[config.mk]
export PLATFORM = sky130hd
export DESIGN_NAME = regfile_wr_arbiter
export DESIGN_NICKNAME = d
export VERILOG_FILES = /design/src/rtl/regfile_wr_arbiter_pkg.sv /design/src/rtl/regfile_wr_arbiter_rr_arb2.sv /design/src/rtl/regfile_wr_arbiter.sv
export SDC_FILE = /design/constraint.sdc
export NUM_CORES = 1
export LEC_CHECK = 0
export ABC_AREA = 1
export BUFFER_PORTS_ARGS = -buffer_cell sky130_fd_sc_hd__buf_4
export CELL_PAD_IN_SITES_DETAIL_PLACEMENT = 0
export CELL_PAD_IN_SITES_GLOBAL_PLACEMENT = 1
export CORE_MARGIN = 5
export CORE_UTILIZATION = 28
export CTS_CLUSTER_DIAMETER = 120
export CTS_CLUSTER_SIZE = 8
export DETAILED_ROUTE_END_ITERATION = 10
export PLACE_DENSITY_LB_ADDON = 0.3
export SETUP_SLACK_MARGIN = 0.5
export SLEW_MARGIN = 15
export SYNTH_ARGS = -nofsm -noshare
export SYNTH_HDL_FRONTEND = slang
export SYNTH_HIERARCHICAL = 1
export SYNTH_SLANG_ARGS = --single-unit
[constraint.sdc]
create_clock -name clk -period 4.65 [get_ports clk]
set_clock_uncertainty 0.2 [all_clocks]
set_input_delay 0.465 -clock clk [delete_from_list [all_inputs] [get_ports clk]]
set_output_delay 0.465 -clock clk [all_outputs]
set_load 0.01 [all_outputs]
[src/rtl/regfile_wr_arbiter_pkg.sv]
// Shared definitions for the register-file write-port arbiter.
// Holds the default regfile geometry, requester IDs and the two-way
// round-robin pick function used by the grant logic.
package regfile_wr_arbiter_pkg;

    localparam int unsigned RF_ADDR_W = 5;
    localparam int unsigned RF_DATA_W = 32;

    localparam logic REQ_ALU = 1'b0;
    localparam logic REQ_MUL = 1'b1;

    // Lone requester wins; on a tie the one that did not win last time wins.
    function automatic logic rr_pick(input logic v0, input logic v1, input logic last);
        logic pick;
        pick = REQ_ALU;
        if (v0 && v1) begin
            pick = ~last;
        end else if (v1) begin
            pick = REQ_MUL;
        end
        return pick;
    endfunction

endpackage

[src/rtl/regfile_wr_arbiter_rr_arb2.sv]
// Two-input round-robin grant logic with its own last-grant pointer.
// Ports:
//   clk, resetn         clock, synchronous active-low reset
//   slot_free           the write stage can take a new entry this cycle
//   valid0, valid1      requester valids
//   ready0_c, ready1_c  combinational accepts (at most one high)
module regfile_wr_arbiter_rr_arb2
    import regfile_wr_arbiter_pkg::*;
(
    input  logic clk,
    input  logic resetn,
    input  logic slot_free,
    input  logic valid0,
    input  logic valid1,
    output logic ready0_c,
    output logic ready1_c
);

    logic last_gnt_q;
    logic last_gnt_d;
    logic gnt_c;

    // Grant selection; readies are held low while reset is asserted.
    always_comb begin
        gnt_c      = rr_pick(valid0, valid1, last_gnt_q);
        ready0_c   = resetn & slot_free & valid0 & (gnt_c == REQ_ALU);
        ready1_c   = resetn & slot_free & valid1 & (gnt_c == REQ_MUL);
        last_gnt_d = last_gnt_q;
        if (ready0_c) begin
            last_gnt_d = REQ_ALU;
        end else if (ready1_c) begin
            last_gnt_d = REQ_MUL;
        end
    end

    // Pointer resets to REQ_MUL so requester 0 wins the first tie.
    always_ff @(posedge clk) begin
        if (!resetn) begin
            last_gnt_q <= REQ_MUL;
        end else begin
            last_gnt_q <= last_gnt_d;
        end
    end

endmodule

[src/rtl/regfile_wr_arbiter.sv]
// Shares the regfile write port between two writeback requesters through a
// one-entry registered write stage, with forwarding of the in-flight write.
// Ports:
//   clk, resetn                      clock, synchronous active-low reset
//   reqN_valid/addr/data, reqN_ready requester handshakes (N = 0, 1)
//   stall                            freezes the write stage
//   raddr1, raddr2                   regfile read addresses for forwarding
//   rf_wen/rf_waddr/rf_wdata         regfile write port
//   fwd1_hit, fwd2_hit, fwd_data     forwarding of the in-flight write
//   grant_id                         owner of the write-stage entry
module regfile_wr_arbiter
    import regfile_wr_arbiter_pkg::*;
#(
    parameter int unsigned DATA_W = RF_DATA_W,
    parameter int unsigned ADDR_W = RF_ADDR_W
) (
    input  logic              clk,
    input  logic              resetn,
    input  logic              req0_valid,
    input  logic [ADDR_W-1:0] req0_addr,
    input  logic [DATA_W-1:0] req0_data,
    output logic              req0_ready,
    input  logic              req1_valid,
    input  logic [ADDR_W-1:0] req1_addr,
    input  logic [DATA_W-1:0] req1_data,
    output logic              req1_ready,
    input  logic              stall,
    input  logic [ADDR_W-1:0] raddr1,
    input  logic [ADDR_W-1:0] raddr2,
    output logic              rf_wen,
    output logic [ADDR_W-1:0] rf_waddr,
    output logic [DATA_W-1:0] rf_wdata,
    output logic              fwd1_hit,
    output logic              fwd2_hit,
    output logic [DATA_W-1:0] fwd_data,
    output logic              grant_id
);

    logic              pend_valid_q, pend_valid_d;
    logic [ADDR_W-1:0] pend_addr_q,  pend_addr_d;
    logic [DATA_W-1:0] pend_data_q,  pend_data_d;
    logic              pend_id_q,    pend_id_d;
    logic              slot_free_c;
    logic              xfer_c;

    // Stage is empty or drains this cycle.
    assign slot_free_c = ~pend_valid_q | ~stall;

    regfile_wr_arbiter_rr_arb2 u_rr_arb2 (
        .clk       (clk),
        .resetn    (resetn),
        .slot_free (slot_free_c),
        .valid0    (req0_valid),
        .valid1    (req1_valid),
        .ready0_c  (req0_ready),
        .ready1_c  (req1_ready)
    );

    assign xfer_c = req0_ready | req1_ready;

    // Write-stage next state: load on transfer, drain when free, else hold.
    always_comb begin
        pend_valid_d = pend_valid_q;
        pend_addr_d  = pend_addr_q;
        pend_data_d  = pend_data_q;
        pend_id_d    = pend_id_q;
        if (xfer_c) begin
            pend_valid_d = 1'b1;
            pend_addr_d  = req0_ready ? req0_addr : req1_addr;
            pend_data_d  = req0_ready ? req0_data : req1_data;
            pend_id_d    = req0_ready ? REQ_ALU : REQ_MUL;
        end else if (slot_free_c) begin
            pend_valid_d = 1'b0;
        end
    end

    always_ff @(posedge clk) begin
        if (!resetn) begin
            pend_valid_q <= 1'b0;
            pend_addr_q  <= '0;
            pend_data_q  <= '0;
            pend_id_q    <= REQ_ALU;
        end else begin
            pend_valid_q <= pend_valid_d;
            pend_addr_q  <= pend_addr_d;
            pend_data_q  <= pend_data_d;
            pend_id_q    <= pend_id_d;
        end
    end

    // Writes to r0 are consumed but never reach the regfile.
    assign rf_wen   = pend_valid_q & ~stall & (pend_addr_q != ADDR_W'(0));
    assign rf_waddr = pend_addr_q;
    assign rf_wdata = pend_data_q;
    assign grant_id = pend_id_q;

    assign fwd1_hit = rf_wen & (rf_waddr == raddr1);
    assign fwd2_hit = rf_wen & (rf_waddr == raddr2);
    assign fwd_data = rf_wdata;

endmodule

* Yosys cells after proc, flatten, opt, wreduce, memory -nomap -nowiden
Index checks and enable logic that the tools add are counted.
Storage, ports and cells: flip-flop bits (word level) 40, input port bits 89, output and inout bits 75, word-level logic and storage cells 35
Cells by class: eq/ne operators 2, mux-type cells 9, bitwise gates (word level) 15, reduce and logical (&&, ||, !) cells 4
Operators by type and width (number):
- $mux W32 | 1
- $eq A5 B5 Y1 | 2
- $and A1 B1 Y1 | 9
- $mux W1 | 7
- $mux W5 | 1
- $reduce_bool A5 Y1 | 1
- $not A1 Y1 | 4
- $reduce_bool A2 Y1 | 2
- $or A1 B1 Y1 | 2
- $logic_and A1 B1 Y1 | 1

* Logic depth before layout (Yosys ltp)
Gate-level depths: netlist of run 1.
depth in word-level cells 7, mapped depth 12, mapped depth without buffers 11

* Hierarchy
The synthesis of run 1 kept the hierarchy.
By module, submodules not included:
- regfile_wr_arbiter | instances 1, cells each 367, area an instance 2220.9 um2, seq. area each 780.7 um2
- regfile_wr_arbiter_rr_arb2 | instances 1, cells each 12, area an instance 65.1 um2, seq. area each 20.0 um2

* Worst setup path before layout of run 1
OpenSTA, ideal clock, no wires.
path kind input to register, from input port stall, to register pend_data_q[25] (netlist: fwd_data[25]), setup time 0.057 ns, arrival 1.799 ns, data required time 4.393 ns, slack 2.595 ns, stages on the path 10, path buffers 1, path through nand2_1 > nand3_1 > a21oi_1 > nor2_1 > nor2_2 > buf_4 > nand2_1 > nand3_1 > nand2_1 > inv_1
On the way: longest elaborated chain between the ends 6, elaborated cells between the ends (all ways) 9, those cells by class 1 x mux; 8 x bitwise
Ends and longest elaborated chain:
- start, declared | line regfile_wr_arbiter.sv:27 | input logic stall,
- $not A1 Y1 * | line regfile_wr_arbiter.sv:47 | assign slot_free_c = ~pend_valid_q | ~stall;
- $or A1 B1 Y1 * | line regfile_wr_arbiter.sv:47
- $and A1 B1 Y1 * (3 in series) | line regfile_wr_arbiter_rr_arb2.sv:26 | ready0_c = resetn & slot_free & valid0 & (gnt_c == REQ_ALU);
- via req0_ready | line regfile_wr_arbiter.sv:22 | output logic req0_ready,
- $mux W32 / $or A1 B1 Y1 (equally long branches) | line regfile_wr_arbiter.sv:70, regfile_wr_arbiter.sv:59
- end signal, assigned | line regfile_wr_arbiter.sv:86 | pend_data_q <= pend_data_d;
- end, declared | line regfile_wr_arbiter.sv:41 | logic [DATA_W-1:0] pend_data_q, pend_data_d;
The timed path passes the listed nets; every way through them passes the cells marked *. A chain may end at the register's enable or synchronous reset.

* Worst setup path after layout of run 1
from input port resetn, to register pend_data_q[11] (netlist: fwd_data[11])
On the way: longest elaborated chain between the ends 4, elaborated cells between the ends (all ways) 7, those cells by class 1 x mux; 6 x bitwise
Ends and longest elaborated chain:
- start, declared | line regfile_wr_arbiter.sv:18 | input logic resetn,
- $and A1 B1 Y1 | line regfile_wr_arbiter_rr_arb2.sv:26, regfile_wr_arbiter_rr_arb2.sv:27
- $and A1 B1 Y1 (on tied branches) (2 in series) | line regfile_wr_arbiter_rr_arb2.sv:26, regfile_wr_arbiter_rr_arb2.sv:27
- $mux W32 / $or A1 B1 Y1 (equally long branches) | line regfile_wr_arbiter.sv:70, regfile_wr_arbiter.sv:59
Parallel ways exist; a longest one is shown, timed or not.

==> results of run 1 <==
[registers in the layout (all words and copies together) (netlist names)]
name	flops
u_rr_arb2/last_gnt_q	1
rf_waddr	5
fwd_data	32
grant_id	1
pend_valid_q	1
[logic make-up after synthesis]
group / Yosys count / share of synthesized area [%]
and+or+nand+nor: 232 / 40.67
xor gates and xnor gates: 2 / 0.7664
DFF: 40 / 35.03
AOI/OAI and AO/OA: 2 / 0.4379
buffers and inverters: 103 / 23.10
[where the power goes]
group | internal, mW | switching [mW]
Clock | 0.121 | 0.124
Sequential | 0.373 | 0.0277
Combinational | 0.152 | 0.139
Total | 0.646 | 0.291
[worst paths after layout]
| check | startpoint | to | slack [ns] |
|---|---|---|---|
| setup / recovery | resetn | fwd_data[11] | 1.96 |
| hold / removal | req1_data[6] | fwd_data[6] | 0.25 |
| setup reg to reg | pend_valid_q | fwd_data[11] | 2.02 |
| hold reg to reg | grant_id | grant_id | 0.30 |
[metrics by stage]
stage	power (mW)	utilization, %	setup WS, ns
2_1_floorplan	0.5691	-	2.595
4_1_cts	0.9558	42.67	1.929
3_3_place_gp	0.7006	41.48	1.671
6_report	0.9368	42.67	1.959
3_5_place_dp	0.7040	41.48	1.613
5_1_grt	1.008	42.67	1.713
[layout make-up]
cell class / count / share of cell area, %
clock inverter: 2 / 0.3986
multi-input combinational: 236 / 28.26
timing repair buffer: 165 / 35.87
sequential: 40 / 23.19
inverter: 56 / 6.087
clock buffer: 6 / 2.391
tap: 105 / 3.804
[layer usage]
| metal | wire length [microns] | vias to the layer above | share of wire [%] | global-route usage, % |
|---|---|---|---|---|
| met5 | 0 | - | 0 | 0 |
| met4 | 51 | 0 | 0.71 | 3.627 |
| met3 | 648 | 4 | 9.1 | 4.795 |
| met2 | 3467 | 93 | 48 | 23.34 |
| met1 | 2992 | 1063 | 42 | 17.02 |
| li1 | - | 1335 | - | - |
[layout by cell type (no fill, tap or decap)]
cell type and n:
inv_6 1, buf_4 165, nor2_2 1, dfxtp_1 40, clkinv_2 1, a21oi_4 1
nand4_1 1, clkbuf_8 6, a21oi_1 1, nor2_1 8, nor3_1 1, nand2_1 178
nand3_1 42, inv_1 56, nor2_4 1, xnor2_1 2
[worst max-delay path: stages]
cell and delay [ns]:
buf_4 0.24, nand2_1 0.11, inv_1 0.04, nand3_1 0.08
inv_1 0.10, nor2_4 0.69, nor2_2 0.31, buf_4 0.33
nand2_1 0.09, nand3_1 0.07, nand2_1 0.06, inv_1 0.04
[synthesized netlist by cell type]
library cell	n	area share, %
nor2_1	9	1.5
dfxtp_1	40	35
clkbuf_1	8	1.3
nor3_1	1	0.22
nor2_2	1	0.27
xnor2_1	2	0.77
inv_1	56	9.2
nand4_1	1	0.27
buf_4	37	12
a21oi_1	2	0.44
buf_2	2	0.44
nand2_1	178	29
nand3_1	42	9.2
==> flow_summary.ini, run 1 <==
[placement]
place_area_sq_um = 3357
dp_hpwl_microns = 5491
dp_cells = 602
io_buffers = 163
gp_congestion = 0.7941

[sta]
relSlewSlack_pct = 38.93
finalHoldViolCount = 0
tightest_slew_ns = 0.9138
finalCriticalPeriod_ns = 2.691
final_max_slew_viol_count = 0
report.final.setup_viol = 0
whs_ns = 0.2491
period_share_pct = 57.86
timing.setup.tns_ns = 0
timing.fmax_ghz = 0.3717
rsz0062_at_grt = no

[outcome]
status = complete, no violations

[floorplanning]
die_x_microns = 100.4
std_cell_rows = 33
die_h_microns = 100.4
ios = 164
initial_core_util_pct = 28.25
dieArea_sq_um = 10070
coreArea_sq_um = 8093

[cts]
clock_path_buffers = 2
post_cts_resized = 0
cts_buffers = 5
ctsHoldBuffers = 0
clockRootBuffer = clkbuf_8
clk_pin_slew_ns = 0.08
postCtsSetupBuffers = 0
cts_sinks = 40
htreeDepth = 2
cts_tree = built
clk_latency_ns = 0.28

[grt]
antenna_found_initial = 0
grt-ovfl-total = 0
grt_pass1_vias = 2515
grt_max_degree = 42
track_usage_pct = 13.92
grt_pass1_wl_microns = 11420

[critical_path]
cp-end-kind = flop
crit_type = input port to flop
cp_max_fo = 41
cp-start-kind = input port
cp.required_ns = 4.64
reg2reg_depth = 12
crit_arrival_ns = 2.69

[synthesis]
synth_nets = 468
netlist_area_sq_um = 2286
synth_cell_types = 13
yosys_warnings = 6
synth-seq-cells = 40
yosysSeqAreaShare_pct = 35.03
syn-mean-instance-area_sq_um = 6.032
synthCells = 379

[worst_hold_path]
hp-class = input port to flop
hold_depth = 5

[final_layout]
fillers = 906
drive_gt1_share_pct = 34.85
area_growth_pct = 51.07
layout.nets = 593
regArea_sq_um = 800.8
diodes = 0
multi_input_area_sq_um = 975.9
design_area_sq_um = 3453
final-instance-count-excl-fill = 610

[pwr]
p_per_area_nw_per_um2 = 271.3
peakVddDrop_v = 0.0001014
p_leak_nw = 2.106

[detailed_routing]
post-route-drc-count = 0
drtIter0Drc = 87
viasPerCell = 4.090
wl_per_cell_microns = 11.74
vias = 2495
ant_nets = 0
drtPass1Iterations = 4
routed_wl_microns = 7159

[flow_run]
max_cap_violations = 0
(Power assumes the default switching activity.)
==> run 2, diff against run 1 <==
--- a/config.mk
+++ b/config.mk
@@ -5,7 +5,7 @@
 export SDC_FILE = /design/constraint.sdc
 export NUM_CORES = 1
 export LEC_CHECK = 0
-export ABC_AREA = 1
+export ABC_AREA = 0
 export BUFFER_PORTS_ARGS = -buffer_cell sky130_fd_sc_hd__buf_4
 export CELL_PAD_IN_SITES_DETAIL_PLACEMENT = 0
 export CELL_PAD_IN_SITES_GLOBAL_PLACEMENT = 1
==> constraint.sdc (replaced) <==
create_clock -name clk -period 2.8 [get_ports clk]
set_clock_uncertainty 0.2 [all_clocks]
set_input_delay 0.28 -clock clk [delete_from_list [all_inputs] [get_ports clk]]
set_output_delay 0.28 -clock clk [all_outputs]
set_load 0.01 [all_outputs]
==> run 2 against run 1 <==
Compared with the run above:
- largest power group unchanged
- largest cell class unchanged
- setup slack lost 1.3 ns
- sequential power grew 61%
- synthesized cell count shrank 29%
==> flow_summary.ini, run 2 <==
[final_layout]
fillers = 810
drive_gt1_share_pct = 45.45
area_growth_pct = 53.36
final_common_cell = buf_4
diodes = 0
layout_common_cells = buf_4 (168), dfxtp_1 (40), nand2_1 (38)
final-instance-count-excl-fill = 498
layout.nets = 484
largest_register_ffs = 32

[cts]
clock_path_buffers = 2
htreeDepth = 2
clk_pin_slew_ns = 0.08
clk_latency_ns = 0.29
cts_buffers = 5
cts_sinks = 40
clockRootBuffer = clkbuf_8
cts_tree = built
postCtsSetupBuffers = 0

[synthesis]
yosys-top-cells-area = dfxtp_1 (35%), mux2i_1 (16%), buf_4 (11%), and2_1 (10%), o21ai_0 (8.2%)
synth-seq-cells = 40
async_flop_share_pct = 0
synth_top_area_share_pct = 35.28
yosysTopAreaCell = dfxtp_1
synth_nets = 357
yosys_warnings = 6
yosysSeqAreaShare_pct = 35.28
synthCells = 268
syn-mean-instance-area_sq_um = 8.469
netlist_area_sq_um = 2270
ys_top_cells_by_count = dfxtp_1 (40), nand2_1 (38), and2_1 (37), mux2i_1 (37), o21ai_0 (37)
synth_edf_count = 0
synth-main-ff-cell = dfxtp_1
synth_cell_types = 23
synth_most_common_cell = dfxtp_1

[sta]
timing.setup.tns_ns = 0
finalCriticalPeriod_ns = 2.106
tightest_slew_ns = 0.3963
relSlewSlack_pct = 73.58
period_share_pct = 75.23
finalHoldViolCount = 0
report.final.setup_viol = 0
final_max_slew_viol_count = 0
timing.fmax_ghz = 0.4747
rsz0062_at_grt = no

[detailed_routing]
drtPass1Iterations = 4
vias = 2139
drtIter0Drc = 43
wl_per_cell_microns = 13.35
routed_wl_microns = 6650
post-route-drc-count = 0
viasPerCell = 4.295
ant_nets = 0

[flow_run]
max_cap_violations = 0

[floorplanning]
coreArea_sq_um = 7807
dieArea_sq_um = 10010
die_x_microns = 100.0
ios = 164
die_h_microns = 100.0
initial_core_util_pct = 29.07
std_cell_rows = 32

[grt]
grt-ovfl-total = 0
track_usage_pct = 12.64
grt_max_degree = 45
grt_pass1_vias = 2057
antenna_found_initial = 0
grt_pass1_wl_microns = 10340

[worst_hold_path]
hp-class = input port to flop

[critical_path]
cp.required_ns = 2.32
crit_arrival_ns = 1.63
cp-start-kind = flop
crit_type = flop to primary output
cp-end-kind = primary output
cp_max_fo = 5

[pwr]
peakVddDrop_v = 0.0002340
p_per_area_nw_per_um2 = 449.6
p_leak_nw = 1.619

[outcome]
status = complete, no violations

[placement]
dp_hpwl_microns = 5099
gp_congestion = 0.8091
io_buffers = 163
dp_cells = 489
==> run 2: cell types whose count changed after synthesis, moves of 7 or more <==
cell,delta
and2_1,+37
nand3_1,-38
nand2_1,-140
mux2i_1,+37
inv_1,-54
nor2_1,-7
o21ai_0,+37
==> run 2: power by group <==
part | total [mW] | leakage [nW] | switching (mW) | internal [mW]
sequential | 0.646 | 0.328 | 0.0367 | 0.609
clock | 0.512 | 0.0645 | 0.197 | 0.315
combinational | 0.407 | 1.23 | 0.166 | 0.241
==> run 2: cells by family (layout without fill, tap and decap cells) <==
family / Yosys count / count (layout) / synth area share [%]
AOI/OAI and AO/OA: 43 / 43 / 9.923
xor gates and xnor gates: 10 / 10 / 3.859
buffers and inverters: 51 / 179 / 15.16
DFF: 40 / 40 / 35.28
muxes: 37 / 37 / 16.32
and+or+nand+nor: 87 / 87 / 19.46
==> run 2: final cells by class <==
type                    count  area (sq um)  area share (%)
clock buffers               7         96.34           2.768
clock inverters             1         30.03          0.8627
inverters                   2         7.507          0.2157
multi-input cells         177          1147           32.96
flip-flops and latches     40         800.8           23.01
well taps                 102         127.6           3.666
repair buffers            169          1271           36.52
==> run 2: per-layer routing <==
metal  GRT usage [%]  vias up  wire, microns
met1           16.39      929           2840
met4           4.041        0             51
li1                -     1103              -
met2           20.27      102           3075
met5               0        -              0
met3           3.614        5            682
==> run 2: final timing paths <==
kind                                   start            to  slack (ns)  cells after the start
worst max-delay path             rf_waddr[0]      fwd2_hit        0.69                      4
worst max register to register  pend_valid_q   rf_waddr[3]        0.93                      7
worst min register to register      grant_id      grant_id        0.30                      2
worst min-delay path                  resetn  fwd_data[30]        0.06                      2
==> run 2: repair_timing <==
action | 4_1_cts | 5_1_grt
hold buffers | 1 | 0
endpoints found under the hold margin | 1 | 0
gates resized for setup | 0 | 0
==> run 2: critical path: stages, from the launching register on <==
cell and delay [ns]:
dfxtp_1 0.36, or4_1 0.55, o21ai_2 0.19, nor4_1 0.10
buf_4 0.15
==> run 2: per-stage QoR <==
stage | hold slack [ns] | power [mW] | instance area [sq um] | utilization (%) | worst slack [ns]
floorplan | 0.1392 | 0.8766 | 2270 | - | 0.9240
finish | 0.06401 | 1.565 | 3481 | 44.58 | 0.6936
detailed placement | 0.2912 | 1.072 | 3344 | 42.84 | 0.8138
CTS | 0.05407 | 1.603 | 3481 | 44.58 | 0.6535
global placement | 0.2827 | 1.069 | 3344 | 42.84 | 0.8528
global route | 0.05710 | 1.668 | 3481 | 44.58 | 0.5944
